--- config.mk ---
export PLATFORM = sky130hd
export DESIGN_NAME = cga_intr_cntlr_irq_vec
export DESIGN_NICKNAME = d
export VERILOG_FILES = /design/src/rtl/cga_intr_cntlr_irq_vec.sv
export SDC_FILE = /design/constraint.sdc
export NUM_CORES = 1
export LEC_CHECK = 0
export CORE_ASPECT_RATIO = 2
export CORE_MARGIN = 2
export CORE_UTILIZATION = 44
export DETAILED_ROUTE_END_ITERATION = 12
export PLACE_DENSITY = 0.86
export SETUP_SLACK_MARGIN = 0.5
export SLEW_MARGIN = 20
export SYNTH_ARGS = -nofsm -noshare
export SYNTH_HDL_FRONTEND = slang
export SYNTH_SLANG_ARGS = --single-unit
--- constraint.sdc ---
create_clock -name CP -period 1.4 [get_ports CP]
set_input_delay 0.14 -clock CP [delete_from_list [all_inputs] [get_ports CP]]
set_output_delay 0.14 -clock CP [all_outputs]
set_load 0.01 [all_outputs]
--- src/rtl/cga_intr_cntlr_irq_vec.sv ---
// Vectored interrupt controller: synchronises active-low requests, latches them into a
// pending register and presents the highest enabled pending level with an ACK handshake.
module cga_intr_cntlr_irq_vec #(
    parameter  int LEVELS      = 16,
    parameter  int SYNC_STAGES = 2,
    localparam int LW          = $clog2(LEVELS)
) (
    input  logic              CP,
    input  logic              CLRN,
    input  logic [LEVELS-1:0] RQN,
    input  logic [LEVELS-1:0] EDGE,
    input  logic [LEVELS-1:0] PIE,
    input  logic [LEVELS-1:0] CLRBIT,
    input  logic              ACK,
    output logic [LEVELS-1:0] INR,
    output logic              IRQ,
    output logic [LW-1:0]     LVL
);

    typedef enum logic {ST_IDLE = 1'b0, ST_BUSY = 1'b1} state_t;

    logic [SYNC_STAGES-1:0][LEVELS-1:0] r_sync;
    logic [LEVELS-1:0]                  r_req_d;
    logic [LEVELS-1:0]                  r_inr;
    logic                               r_irq;
    logic [LW-1:0]                      r_lvl;
    state_t                             r_state;

    logic [LEVELS-1:0] w_req_s;
    logic [LEVELS-1:0] w_set;
    logic [LEVELS-1:0] w_clr;
    logic [LEVELS-1:0] w_pend;
    logic              w_ack_acc;
    logic              w_irq;
    logic [LW-1:0]     w_lvl;

    assign w_req_s   = r_sync[SYNC_STAGES-1];
    assign w_set     = (EDGE & w_req_s & ~r_req_d) | (~EDGE & w_req_s);
    assign w_ack_acc = ACK && r_irq && (r_state == ST_IDLE);
    assign w_clr     = CLRBIT | (w_ack_acc ? (LEVELS'(1) << r_lvl) : '0);
    assign w_pend    = r_inr & PIE;

    // Ascending scan: the last hit is the highest index, which has top priority.
    always_comb begin
        w_lvl = '0;
        w_irq = |w_pend;
        for (int i = 0; i < LEVELS; i++)
            if (w_pend[i]) w_lvl = LW'(i);
    end

    always_ff @(posedge CP or negedge CLRN) begin
        if (!CLRN) begin
            r_sync  <= '0;
            r_req_d <= '0;
        end else begin
            r_sync  <= {r_sync[SYNC_STAGES-2:0], ~RQN};
            r_req_d <= w_req_s;
        end
    end

    // Set is OR'd in after the clear so a coincident new event is never lost.
    always_ff @(posedge CP or negedge CLRN) begin
        if (!CLRN) begin
            r_inr <= '0;
            r_irq <= 1'b0;
            r_lvl <= '0;
        end else begin
            r_inr <= (r_inr & ~w_clr) | w_set;
            r_irq <= w_irq;
            r_lvl <= w_lvl;
        end
    end

    // BUSY lasts exactly one edge so the stale LVL registered alongside the ACK is skipped.
    always_ff @(posedge CP or negedge CLRN) begin
        if (!CLRN) begin
            r_state <= ST_IDLE;
        end else begin
            case (r_state)
                ST_IDLE: if (w_ack_acc) r_state <= ST_BUSY;
                ST_BUSY: r_state <= ST_IDLE;
                default: r_state <= ST_IDLE;
            endcase
        end
    end

    assign INR = r_inr;
    assign IRQ = r_irq;
    assign LVL = r_lvl;

endmodule

==> results_dict.tcl <==
set metrics [dict create \
    clk_pin_slew_ns 0.08 \
    critPathRequiredTime_ns 1.64 \
    startpoint "INR[4]" \
    clock_sinks 70 \
    cp-end-kind "flip-flop" \
    synthDistinctLibCells 25 \
    relSlewSlack_pct 76.6 \
    fmax_ghz 0.724 \
    drive_above_1_share_pct 29.6 \
    crit_path_start_kind "flip-flop" \
    grt_antenna_before_repair 0 \
    critPathArrivalTime_ns 1.62 \
    via_per_inst 5.24 \
    worstPathMaxFanout 2 \
    fill_cells 368 \
    drt-pass1-iter-count 4 \
    vias 2102 \
    drv_cap 0 \
    syn_inst 202 \
    final_cells 401 \
    num_antenna_cells 0 \
    fp.dieArea_mm2 0.00628 \
    r2r-start "INR[4]" \
    ys_seq_area_share_pct 70.8 \
    rsz0062_at_grt "true" \
    p_leak_nw 1.87 \
    overflow 0 \
    die_x_um 57.0 \
    grt_pass1_vias 2324 \
    hold_viol_final 0 \
    outcome "complete, no violations" \
    cts_buffer_depth 2 \
    fin_crit_ns 1.38 \
    grt_usage_pct 23.8 \
    clk_latency_ns 0.34 \
    wl_met2_um 3990 \
    slew_viol_final 0 \
    coreArea_mm2 0.00542 \
    met3_length_um 381 \
    avgSynthCellArea_um2 12.3 \
    power.density_mw_per_mm2 1220 \
    area_growth_pct 62.7 \
    finalSetupViolations 0 \
    hp-start "RQN[6]" \
    nNetsFinal 403 \
    mostFrequentLayoutCells "dfrtp_1, clkdlybuf4s50_1, nand2_1, inv_1, buf_6" \
    ys.warnings.count 0 \
    top_layer "met4" \
    antenna_left 0 \
    ios 88 \
    portBuffers 87 \
    dp_hpwl_um 4660 \
    wire_per_inst_um 17.2 \
    gp_congestion 0.833 \
    grt_max_degree 71 \
    tightest_slew_ns 0.351 \
    synth_nets 269 \
    place_inst 354 \
    synth-seq-cells 70 \
    syn_area_mm2 0.00247 \
    vdd_drop_max_v 0.00157 \
    fin_skew_ns 0.00946 \
    drt_iter0_markers 83 \
    cts_tree "done" \
    hp-class "input pin to flip-flop" \
    rows 38 \
    wl_met1_um 2160 \
    finalCritPeriodShare_pct 98.7 \
    wl_um 6890 \
    hold_ws_ns 0.267 \
    cts_made_buffers 9 \
    root_buffer "clkbuf_8" \
    criticalPathCategory "flip-flop to flip-flop" \
    start_util_pct 45.7 \
    drc 0 \
    grt_pass1_wl_um 10800 \
    chipHeight_um 110 \
    h-tree-depth 3 \
]
## layout make-up
type,instances,area [um2],area share (%)
well taps,60,75.1,1.86
multi-input cells,97,686,17.0
repair buffers,125,1170,29.1
clock inverters,6,86.3,2.14
flip-flops and latches,70,1760,43.6
inverters,33,124,3.08
clock buffers,10,128,3.17
## critical path, cell delays in order, from the launching register on
cell      delay, ns
dfrtp_1        0.41
buf_6          0.13
a22o_1         0.20
o211ai_1       0.20
a21boi_1       0.10
o211ai_1       0.24
## report_power, final
group / switching, mW / internal [mW]
clock network: 0.729 / 0.999
logic: 0.390 / 0.553
registers: 0.0868 / 2.16
## registers in the layout, summed over array words and instances (netlist names)
register / flops
w_req_s: 16
r_sync: 16
r_req_d: 16
r_state: 1
INR: 16
LVL: 4
IRQ: 1
## synthesized netlist by cell type
library cell | number | area share, %
o211ai_1 | 2 | 0.61
nand4b_1 | 2 | 0.71
a22oi_1 | 4 | 1.2
a41o_1 | 1 | 0.40
nor2b_1 | 1 | 0.25
and4_1 | 1 | 0.35
o21ai_0 | 1 | 0.20
a32o_1 | 17 | 6.9
a21boi_0 | 1 | 0.30
a21oi_1 | 1 | 0.20
nand2_1 | 39 | 5.9
and4bb_2 | 1 | 0.51
o211a_1 | 1 | 0.40
o31a_1 | 1 | 0.35
nand3_1 | 11 | 2.2
and3b_1 | 1 | 0.35
nand3b_1 | 1 | 0.30
inv_1 | 33 | 5.0
and2b_1 | 2 | 0.61
clkbuf_1 | 2 | 0.30
nor3b_2 | 1 | 0.51
nor2_1 | 5 | 0.76
nand4_1 | 2 | 0.51
a22o_1 | 1 | 0.35
dfrtp_1 | 70 | 71
## timing repair
| item | 4_1_cts | 5_1_grt |
|---|---|---|
| buffers inserted | 28 | 2 |
| hold endpoints to repair | 70 | 0 |
| resized for setup | 110 | 19 |
| pin swaps | 28 | 11 |
| hold buffers | 1 | 0 |
| endpoints found under the setup margin | 42 | 42 |
## cells by family after synthesis
| group | after synthesis | share of synthesized area (%) |
|---|---|---|
| AND/OR/NAND/NOR | 67 | 13.0 |
| buffers and inverters | 35 | 5.31 |
| flip-flops | 70 | 70.8 |
| AO/OA/AOI/OAI | 30 | 10.9 |
## worst paths after layout
check	endpoint	slack (ns)	cells after the start
setup / recovery	LVL[1]	0.02	5
hold / removal	r_sync[6]	0.27	2
setup reg to reg	LVL[1]	0.02	5
hold reg to reg	w_req_s[15]	0.34	0
max in group asynchronous	LVL[0]	0.76	3
min in group asynchronous	r_sync[0]	0.35	3
## metrics by stage
stage	instance area, um2	total power, mW	utilization [%]	setup TNS [ns]	setup WS, ns
6_report	4030	4.92	74.3	0	0.0179
5_1_grt	4030	5.12	74.3	-0.0245	-0.0131
4_1_cts	3950	4.88	72.8	0	0.0163
3_5_place_dp	3500	2.99	64.5	-1.48	-0.134
3_3_place_gp	3500	2.96	64.5	-0.740	-0.0947
2_1_floorplan	2500	2.51	-	0	0.0934
## metal layers
metal,vias up,track usage (%)
met5,-,0
met1,1027,22.6
met4,0,15.8
li1,953,-
met2,89,43.2
met3,33,6.88
No activity file was read; power rests on OpenSTA's default activity.
